<file path="src/rtl/prog_counter.sv">
// Program counter with start/run/done sequencing; relative branches add a signed offset.
// Optional out-of-range branch detection is compiled in with `define PC_BOUNDS_CHECK_EN.
module prog_counter #(
    parameter int             D        = 12,
    parameter logic [D-1:0]   P1_START = '0,
    parameter logic [D-1:0]   P2_START = D'(256),
    parameter logic [D-1:0]   P3_START = D'(512),
    parameter int             PROG_LEN = 4096
) (
    input  logic         Clk,
    input  logic         Reset,
    input  logic         start,
    input  logic [1:0]   prog_sel,
    input  logic         branch,
    input  logic [D-1:0] target,
    input  logic         stall,
    input  logic         halt,
    output logic [D-1:0] prog_ctr,
    output logic         running,
    output logic         done,
    output logic         fault,
    // Sequencer state for checkers: 0 = IDLE, 1 = RUN, 2 = DONE.
    output logic [1:0]   state_dbg
);

    typedef enum logic [1:0] {
        IDLE = 2'd0,
        RUN  = 2'd1,
        DONE = 2'd2
    } state_t;

    state_t       state;
    logic [D-1:0] entry_addr;
    logic [D-1:0] pc_next;
    logic         out_of_range;

    always_comb begin
        entry_addr = '0;
        case (prog_sel)
            2'd0:    entry_addr = P1_START;
            2'd1:    entry_addr = P2_START;
            2'd2:    entry_addr = P3_START;
            default: entry_addr = '0;
        endcase
    end

`ifdef PC_BOUNDS_CHECK_EN
    localparam logic signed [D:0] LAST_ADDR = (D+1)'(PROG_LEN - 1);

    logic signed [D:0] next_wide;

    // Sum at D+1 bits with the offset sign-extended so under/overflow is visible.
    always_comb begin
        next_wide    = '0;
        out_of_range = 1'b0;
        if (branch) begin
            next_wide = $signed({1'b0, prog_ctr}) + $signed({target[D-1], target});
        end else begin
            next_wide = $signed({1'b0, prog_ctr}) + $signed((D+1)'(1));
        end
        out_of_range = next_wide[D] || (next_wide > LAST_ADDR);
        pc_next      = next_wide[D-1:0];
    end
`else
    // Truncated D-bit add: wraps modulo 2^D.
    always_comb begin
        out_of_range = 1'b0;
        pc_next      = branch ? (prog_ctr + target) : (prog_ctr + D'(1));
    end
`endif

`ifdef PC_BOUNDS_CHECK_EN
    logic fault_q;
    assign fault = fault_q;
`else
    assign fault = 1'b0;
`endif

    always_ff @(posedge Clk) begin
        if (Reset) begin
            state    <= IDLE;
            prog_ctr <= '0;
            running  <= 1'b0;
            done     <= 1'b0;
`ifdef PC_BOUNDS_CHECK_EN
            fault_q  <= 1'b0;
`endif
        end else if (start) begin
            state    <= RUN;
            prog_ctr <= entry_addr;
            running  <= 1'b1;
            done     <= 1'b0;
`ifdef PC_BOUNDS_CHECK_EN
            fault_q  <= 1'b0;
`endif
        end else begin
            case (state)
                RUN: begin
                    if (halt) begin
                        state   <= DONE;
                        running <= 1'b0;
                        done    <= 1'b1;
                    end else if (!stall) begin
                        if (out_of_range) begin
                            // Suppress the update and park in DONE with the fault flag raised.
                            state   <= DONE;
                            running <= 1'b0;
                            done    <= 1'b1;
`ifdef PC_BOUNDS_CHECK_EN
                            fault_q <= 1'b1;
`endif
                        end else begin
                            prog_ctr <= pc_next;
                        end
                    end
                end
                DONE: begin
                    state <= DONE;
                end
                default: begin
                    state <= IDLE;
                end
            endcase
        end
    end

    assign state_dbg = state;

endmodule
</file>
<file path="config.mk">
export PLATFORM = sky130hd
export DESIGN_NAME = prog_counter
export DESIGN_NICKNAME = d
export VERILOG_FILES = /design/src/rtl/prog_counter.sv
export SDC_FILE = /design/constraint.sdc
export NUM_CORES = 1
export LEC_CHECK = 0
export CAP_MARGIN = 10
export CELL_PAD_IN_SITES_DETAIL_PLACEMENT = 0
export CELL_PAD_IN_SITES_GLOBAL_PLACEMENT = 1
export CORE_MARGIN = 2
export CORE_UTILIZATION = 31
export CTS_BUF_LIST = sky130_fd_sc_hd__clkbuf_8
export DETAILED_ROUTE_END_ITERATION = 12
export HOLD_SLACK_MARGIN = 0.12
export PLACE_DENSITY = 0.75
export SYNTH_ARGS = -nofsm -noshare
export SYNTH_HDL_FRONTEND = slang
export SYNTH_SLANG_ARGS = --single-unit
</file>
<file path="constraint.sdc">
create_clock -name Clk -period 1.9 [get_ports Clk]
set_input_delay 0.285 -clock Clk [delete_from_list [all_inputs] [get_ports Clk]]
set_output_delay 0.285 -clock Clk [all_outputs]
set_load 0.05 [all_outputs]
</file>
# Word level (Yosys, flattened, before mapping)
# Cells that the tools add are included.
dict set report op_classes {
  n_addsub 2
  multipliers 0
  div_mod_pow 0
  n_lt_le_gt_ge 0
  n_eq_ne 8
  shift 0
  muxes 12
  bitwise 0
  reduce_logical 6
}
# cell count
set ops {}
lappend ops {{$mux 12} 5}
lappend ops {{$pmux 10 s2} 1}
lappend ops {{$add 12x1->12 const B} 1}
lappend ops {{$add 12x12->12} 1}
lappend ops {{$ne 2x2->1 const B} 3}
lappend ops {{$eq 2x1->1 const B} 2}
lappend ops {{$eq 2x2->1 const B} 2}
lappend ops {{$mux 1} 4}
lappend ops {{$pmux 2 s2} 1}
lappend ops {{$reduce_and 2->1} 2}
lappend ops {{$reduce_bool 2->1} 2}
lappend ops {{$ne 3x3->1 const B} 1}
lappend ops {{$reduce_and 3->1} 1}
lappend ops {{$mux 2} 1}
lappend ops {{$reduce_or 2->1} 1}
dict set report word_totals {
  reg_bits 16
  latch_bits 0
  ramBits 0
  mem_bits_ro 0
  input_bits 20
  out_inout_bits 17
  elab_cells 33
  mem_count 0
}

# Longest topological paths before layout
# Gate-level depths: netlist of run 1.
dict set report logic_depth {
  depth_word 6
  mapped_depth 9
  mapped_depth_nobuf 9
}

# Least setup slack after synthesis of run 1
# OpenSTA, ideal clock, no wires.
dict set report synth_path {
  path_kind {register -> register}
  start {reg prog_ctr[0]}
  end {reg prog_ctr[6]}
  t_arrival_ps 2086
  t_required_ps 1768
  path_slack_ps -319
  stages_incl_launch_ff 9
  path_cell_list {dfxtp_1 ha_1 fa_1 a21o_1 a21o_1 a21o_1 a211oi_1 or3_1 a21oi_1}
}
dict set report synth_between {
  elab_chain_cells 6
}
# element line
set synth_rtl {}
lappend synth_rtl {{start: declaration} 18} ;# output logic [D-1:0] prog_ctr,
lappend synth_rtl {{start signal: assignment} 90} ;# prog_ctr <= entry_addr;
lappend synth_rtl {{start signal: assignment} 113} ;# prog_ctr <= pc_next;
lappend synth_rtl {{$add 12x1->12 / $add 12x12->12 (equally long branches)} 68} ;# pc_next = branch ? (prog_ctr + target) : (prog_ctr + D'(1));
lappend synth_rtl {{$mux 12 (*)} 68}
lappend synth_rtl {{$mux 12 (*)} 103} ;# end else if (!stall) begin
lappend synth_rtl {{$mux 12 (*)} 99} ;# if (halt) begin
lappend synth_rtl {{$mux 12 (*)} 97} ;# case (state)
lappend synth_rtl {{$mux 12 (*)} 88} ;# end else if (start) begin
# Every way passes the cells marked *; elsewhere a longest branch is shown, timed or not. The select of a mux whose other input is x is not followed.
# A chain may end at the register's enable or synchronous reset.

# Worst setup path in the final report of run 1
dict set report layout_path {
  start {in target[7]}
  end {reg prog_ctr[11]}
}
dict set report layout_between {
  elab_chain_cells 6
}
# element line
set layout_rtl {}
lappend layout_rtl {{start: declaration} 15} ;# input logic [D-1:0] target,
lappend layout_rtl {{$add 12x12->12} 68}
lappend layout_rtl {{$mux 12} 68}
lappend layout_rtl {{$mux 12} 103}
lappend layout_rtl {{$mux 12} 99}
lappend layout_rtl {{$mux 12} 97}
lappend layout_rtl {{$mux 12} 88}
# Every way passes these cells. The select of a mux whose other input is x is not followed.

==> flow_summary_export.csv, run 1 <==
group,metric,value,unit
status,status,"finished with violations",
status,violations,"setup timing",
synth,syn_nets,184,
synth,synthCells,151,
sta,slew_viol_final,0,
sta,period_needed,1920,ps
pwr,p_leak,0.844,nW
pwr,combPwrFrac,27.9,%
critical_path,worst-r2r-setup-slack,-20,ps
route,routed-via-count,1377,
synth,synth_seq_area_share,27.0,%
placed_design,gp_congestion,0.920,
placed_design,io_buffers,35,
route,drcViolationCount,0,
synth,yosys_warnings,0,
pwr,p_int,0.610,mW
floorplan,rows,22,
final_layout,layout.nets,250,
floorplan,pin_count,37,
synth,syn-cell-area,0.00118,mm²
job,timing.max_cap.violations,0,
pwr,peakVddDrop,0.000380,V
clock_tree,htree_levels,1,
final_layout,fin_area,0.00212,mm²
sta,rsz0062_at_grt,"true",
pwr,share_clk_of_total_power,32.0,%
pwr,p_seq_share,40.0,%
critical_path,end_kind,"register",
final_layout,drive_gt1_share,35.2,%
global_routing,grt_antenna_before_repair,0,
sta,finalCritPeriodShare,101,%
critical_path,cp_max_fo,4,
route,drt_iter0_markers,62,
sta,hold_ws,480,ps
route,wirelength,3840,µm
global_routing,grt_pass1_wl,6350,µm
floorplan,start_util,32.4,%
global_routing,grtUsageTotal,19.0,%
floorplan,die_area,0.00433,mm²
placed_design,dpl-instance-area,0.00180,mm²
sta,fmax,521,MHz
clock_tree,cts_tree,"done",
synth,ys_types,39,
critical_path,critPathLaunchType,"input pin",
hold_path,holdPathEnd,"prog_ctr[6]",
critical_path,critPathKind,"in2reg",
final_layout,finish.utilization,57.8,%
placed_design,dpl_worst_slack,-654,ps
route,dr.pass1.iters,4,
floorplan,die_x,65.8,µm
sta,hold_viol_final,0,
route,ant_nets,0,
pwr,p_per_area,413,mW/mm²
synth,synth_seq_cells,16,
critical_path,r2r_cells,8,
final_layout,area_growth,78.6,%
critical_path,timing.rr.start,"prog_ctr[0]",
sta,setup_viol,3,
clock_tree,cts-buffers-inserted,3,
clock_tree,clock_latency,260,ps
pwr,swShare,30.2,%
hold_path,hold-path-cell-count,2,
route,vias_per_cell,5.22,
placed_design,dp_hpwl,2740,µm
critical_path,crit_arrival,2070,ps
clock_tree,ctsLongestPathBuffers,2,
placed_design,dp_cells,255,
hold_path,worstHoldStart,"prog_ctr[6]",
sta,setup_tns,-45.3,ps
global_routing,grt.overflow.total,0,
global_routing,grt_pass1_vias,1445,
hold_path,hold_class,"reg2reg",
final_layout,layout.cells.non_filler,264,
critical_path,required,2050,ps
clock_tree,cts.sinks,16,
pwr,power,0.874,mW
global_routing,grt_max_degree,12,
sta,clock_skew,3.76,ps
sta,fin_ws,-19.3,ps
final_layout,antennaDiodeCount,0,
critical_path,r2r_end,"prog_ctr[10]",
clock_tree,clkSlewWorstSetupHoldPaths,70,ps
sta,worst_pin_slew,501,ps
sta,relSlewSlack,66.5,%
floorplan,coreArea,0.00366,mm²
synth,syn-mean-instance-area,7.85,µm²
floorplan,die_h,65.8,µm
route,wl_per_cell,14.6,µm
pwr,p_switching,0.264,mW
clock_tree,clockRootBuffer,"clkbuf_8",
[kinds of logic after synthesis]
logic type                 Yosys count  synth area share, %
AOI/OAI and AO/OA                   44                 23.9
xor gates and xnor gates             4                 2.96
adders and majority gates           13                 14.4
buffers and inverters                7                 2.53
DFF                                 16                 27.0
muxes                                1                0.845
other                                1                0.316
and+or+nand+nor                     65                 28.1
[power groups by stage]
stage,clock network [mW],logic (mW),registers (mW)
after floorplan,0,0.0836,0.382
after global placement,0,0.209,0.356
after detailed placement,0,0.211,0.356
after CTS,0.282,0.222,0.349
after global routing,0.297,0.265,0.351
final,0.280,0.244,0.350
[Yosys cell counts (all sizes together)]
library cell / number / share of area [%]
xnor2: 2 / 1.5
nand2b: 3 / 1.6
and3: 3 / 1.6
nor2b: 1 / 0.53
o211ai: 1 / 0.63
a21oi: 12 / 5.1
and2: 10 / 5.3
or2: 2 / 1.1
nand3b: 2 / 1.3
nand4: 3 / 1.6
buf: 1 / 0.63
xor2: 2 / 1.5
nor2: 13 / 4.1
nand2: 18 / 5.7
a31oi: 4 / 2.1
nor3: 2 / 0.84
nand3: 5 / 2.1
a21o: 6 / 3.8
clkbuf: 4 / 1.3
o21bai: 1 / 0.63
a211o: 1 / 0.84
a31o: 1 / 0.74
nor4bb: 1 / 0.84
inv: 2 / 0.63
mux2i: 1 / 0.84
or3: 1 / 0.53
ha: 12 / 13
a211oi: 5 / 3.6
fa: 1 / 1.7
o22a: 1 / 0.74
a221oi: 1 / 0.74
dfxtp: 16 / 27
o21ai: 9 / 3.8
conb: 1 / 0.32
o22ai: 1 / 0.53
o31ai: 1 / 0.63
and4bb: 1 / 1.1
[repair_timing]
item	4_1_cts	5_1_grt
pin swaps	9	23
setup endpoints to repair	8	7
setup buffers	4	1
resized for setup	18	26
hold buffers	0	0
[worst max path at each step]
stage / startpoint / to / slack, ps / cells past startpoint
after floorplan: target[0] / prog_ctr[6] / -20 / 9
after global placement: branch / prog_ctr[6] / -650 / 10
after CTS: prog_ctr[0] / prog_ctr[6] / -70 / 8
after global routing: target[8] / prog_ctr[11] / -110 / 9
final: target[7] / prog_ctr[11] / -20 / 9
after detailed placement: branch / prog_ctr[6] / -650 / 10
[routing by layer]
| layer | share of wire [%] | up-vias | track usage [%] |
|---|---|---|---|
| met3 | 5.3 | 8 | 4.60 |
| li1 | - | 675 | - |
| met5 | 0 | - | 0 |
| met1 | 42 | 656 | 22.8 |
| met4 | 1.5 | 0 | 6.51 |
| met2 | 51 | 38 | 33.0 |
[layout by cell type, fill, tap and decap left out, types with 2 or more instances in the layout]
cell type        synthesis  final
or2_2                    2      2
nand2b_1                 3      2
xnor2_1                  2      2
clkbuf_8                 0      3
inv_1                    2      3
nand3_1                  5      4
and3_4                   0      2
o21ai_0                  5      2
nand4_1                  3      3
nand3b_1                 2      2
ha_1                    12      2
a21oi_1                 12     11
dfxtp_2                  0      3
clkdlybuf4s50_1          0     31
nand2_1                 18     17
and2_4                   0      5
a211oi_2                 1      2
dfxtp_1                 16     12
ha_4                     0      9
a211oi_1                 4      2
o21ai_2                  0      3
and2_1                  10      5
o21ai_1                  4      4
nor2_1                  13     13
a31oi_1                  4      2
buf_4                    1     30
a21o_1                   6      6
[area by class of cell]
| cell class | count | area [µm²] |
|---|---|---|
| sequential | 16 | 328 |
| fill | 327 | 1550 |
| inverter | 2 | 7.51 |
| multi-input combinational | 128 | 1090 |
| tap | 48 | 60.1 |
| clock buffer | 3 | 41.3 |
| clock inverter | 1 | 3.75 |
| timing repair buffer | 66 | 589 |
[state kept, by name (all words and copies together), names as in the netlist]
name / cells
done: 1
prog_ctr: 12
running: 1
state_dbg: 2
[critical path, stage by stage]
cell	delay [ps]
clkdlybuf4s50_1	420
and2_4	170
ha_4	270
and3_4	180
and3_4	190
nand3_4	90
and4bb_1	230
o21ai_1	160
o31ai_2	80
Note: power is estimated with default switching activity, not from simulation.
==> run 2: changes to the inputs <==
- CORE_UTILIZATION: 31 -> 34
- PLACE_DENSITY: 0.75 -> 0.78
- clock period: 1.9 -> 1.8 ns (I/O delays scaled with it)
==> run 2 against run 1 <==
Compared with the run above: the flow still finishes with violations (setup timing); sequential power is 5% higher; global-route usage up 1.8 points; highest routed layer unchanged; power up 12%; clock skew decreased by 0.57 ps; clock power is 20% higher; cell area increased by 3.7%; hold slack got worse by 5.9 ps; flip-flop and latch count unchanged.
==> flow_summary_export.csv, run 2 (synthesized netlist as in run 1, its figures left out) <==
group,metric,value,unit
status,status,"finished with violations",
status,violations,"setup timing",
placed_design,gp_congestion,0.794,
route,drcViolationCount,0,
route,wl_per_cell,14.9,µm
route,dr.pass1.iters,4,
floorplan,coreArea,0.00334,mm²
critical_path,crit_path_top_delay_cell,"dfxtp_4",
final_layout,final_common_cell,"buf_4",
global_routing,grt_antenna_before_repair,0,
critical_path,max_stage_delay,350,ps
clock_tree,cts_tree,"done",
critical_path,crit_arrival,2130,ps
critical_path,critPathKind,"reg2reg",
critical_path,r2r_end,"prog_ctr[6]",
sta,setup_viol,4,
critical_path,critical_path.top_delay_family,"compound AO/OA/AOI/OAI gates",
critical_path,critPathLaunchType,"register",
sta,fin_ws,-138,ps
final_layout,finish.utilization,65.8,%
final_layout,area_growth,85.2,%
placed_design,dp_cells,258,
critical_path,startpoint,"prog_ctr[0]",
critical_path,cp.buffers_inverters,0,
placed_design,dp_hpwl,2800,µm
final_layout,drive_gt1_share,44.9,%
final_layout,antennaDiodeCount,0,
critical_path,required,1990,ps
sta,worst_pin_slew,501,ps
global_routing,grtUsageTotal,20.8,%
route,routed-via-count,1348,
critical_path,worst-r2r-setup-slack,-140,ps
hold_path,hold_class,"reg2reg",
floorplan,rows,21,
clock_tree,clock_latency,250,ps
sta,finalCritPeriodShare,108,%
sta,period_needed,1940,ps
clock_tree,cts.sinks,16,
clock_tree,ctsLongestPathBuffers,2,
clock_tree,htree_levels,1,
final_layout,layout_common_cells,"buf_4 (42), clkdlybuf4s50_1 (21), nand2_1 (17), nor2_1 (13)",
final_layout,largest_reg_flops,12,
route,vias_per_cell,4.97,
clock_tree,clkSlewWorstSetupHoldPaths,70,ps
sta,setup_tns,-374,ps
critical_path,cp_cell_sequence,"ha_4 > fa_2 > a21o_1 > a21o_1 > nand2_2 > a21oi_2 > or3_4 > a21oi_2",
floorplan,die_h,63.0,µm
final_layout,layout.nets,259,
pwr,p_per_area,447,mW/mm²
sta,hold_ws,474,ps
sta,hold_viol_final,0,
route,wirelength,4040,µm
sta,slew_viol_final,0,
final_layout,fin_area,0.00219,mm²
critical_path,crit_cells,8,
critical_path,end_kind,"register",
critical_path,timing.rr.start,"prog_ctr[0]",
critical_path,cp_max_fo,3,
global_routing,grt_pass1_vias,1440,
job,timing.max_cap.violations,0,
critical_path,r2r_cells,8,
global_routing,grt_pass1_wl,6600,µm
critical_path,setup.worst_path.end,"prog_ctr[6]",
global_routing,grt_max_degree,13,
clock_tree,clockRootBuffer,"clkbuf_8",
route,ant_nets,0,
sta,clock_skew,3.19,ps
floorplan,die_area,0.00397,mm²
clock_tree,cts-buffers-inserted,3,
sta,fmax,516,MHz
final_layout,layout.cells.non_filler,271,
pwr,p_leak,0.925,nW
floorplan,start_util,35.5,%
global_routing,grt.overflow.total,0,
floorplan,die_x,63.0,µm
route,drt_iter0_markers,40,
pwr,peakVddDrop,0.000246,V
final_layout,max_flop_register,"prog_ctr",
placed_design,io_buffers,35,
placed_design,dpl-instance-area,0.00187,mm²
sta,rsz0062_at_grt,"true",
sta,relSlewSlack,66.5,%
floorplan,pin_count,37,
## run 2: changes by cell type in the layout (fill, tap and decap cells not counted), sizes merged
cell	before	now
buf	31	47
clkdlybuf4s50	31	21
dlygate4sd2	1	5
inv	3	2
clkdlybuf4s15	2	1
clkbuf	3	4
## run 2: final cells by class
| class | instances | area, µm² |
|---|---|---|
| Clock buffer | 4 | 55.1 |
| Fill cell | 280 | 1140 |
| Inverter | 2 | 7.51 |
| Multi-Input combinational cell | 128 | 1090 |
| Sequential cell | 16 | 335 |
| Tap cell | 46 | 57.6 |
| Timing Repair Buffer | 75 | 651 |
## run 2: layer usage
layer | share of wire [%] | vias to the layer above | track usage [%]
met1 | 43 | 625 | 24.0
met5 | 0 | - | 0
met2 | 52 | 28 | 39.6
met4 | 0.74 | 0 | 4.44
met3 | 4.0 | 4 | 3.42
li1 | - | 691 | -
## run 2: worst min-delay path by stage
stage | cells after the start | slack (ps) | endpoint | startpoint
after floorplan | 1 | 330 | state_dbg[0] | Reset
after global placement | 2 | 450 | done | done
after CTS | 2 | 470 | prog_ctr[4] | prog_ctr[4]
after global routing | 2 | 500 | done | done
final | 2 | 470 | done | done
after detailed placement | 2 | 460 | done | done
## run 2: per-stage QoR
step	power [mW]	setup slack, ps
global placement	0.604	-707
global route	1.02	-240
CTS	0.970	-197
finish	0.980	-138
detailed placement	0.609	-747
floorplan	0.499	-85.0
## run 2: power by group
| part | switching, mW | internal [mW] | total, mW |
|---|---|---|---|
| combinational | 0.133 | 0.142 | 0.275 |
| sequential | 0.00729 | 0.362 | 0.369 |
| clock | 0.142 | 0.194 | 0.336 |
## run 2: worst min-delay path, delay by kind of cell (launching register included)
| kind | cells | cell delay, ps |
|---|---|---|
| and+or+nand+nor | 1 | 70 |
| DFF | 1 | 330 |
| AOI/OAI and AO/OA | 1 | 40 |
## run 2: timing repair
| item | 4_1_cts | 5_1_grt |
|---|---|---|
| resized for setup | 34 | 18 |
| pin swaps | 28 | 13 |
| setup endpoints to repair | 10 | 8 |
| buffers inserted | 8 | 2 |
| hold buffers | 0 | 0 |
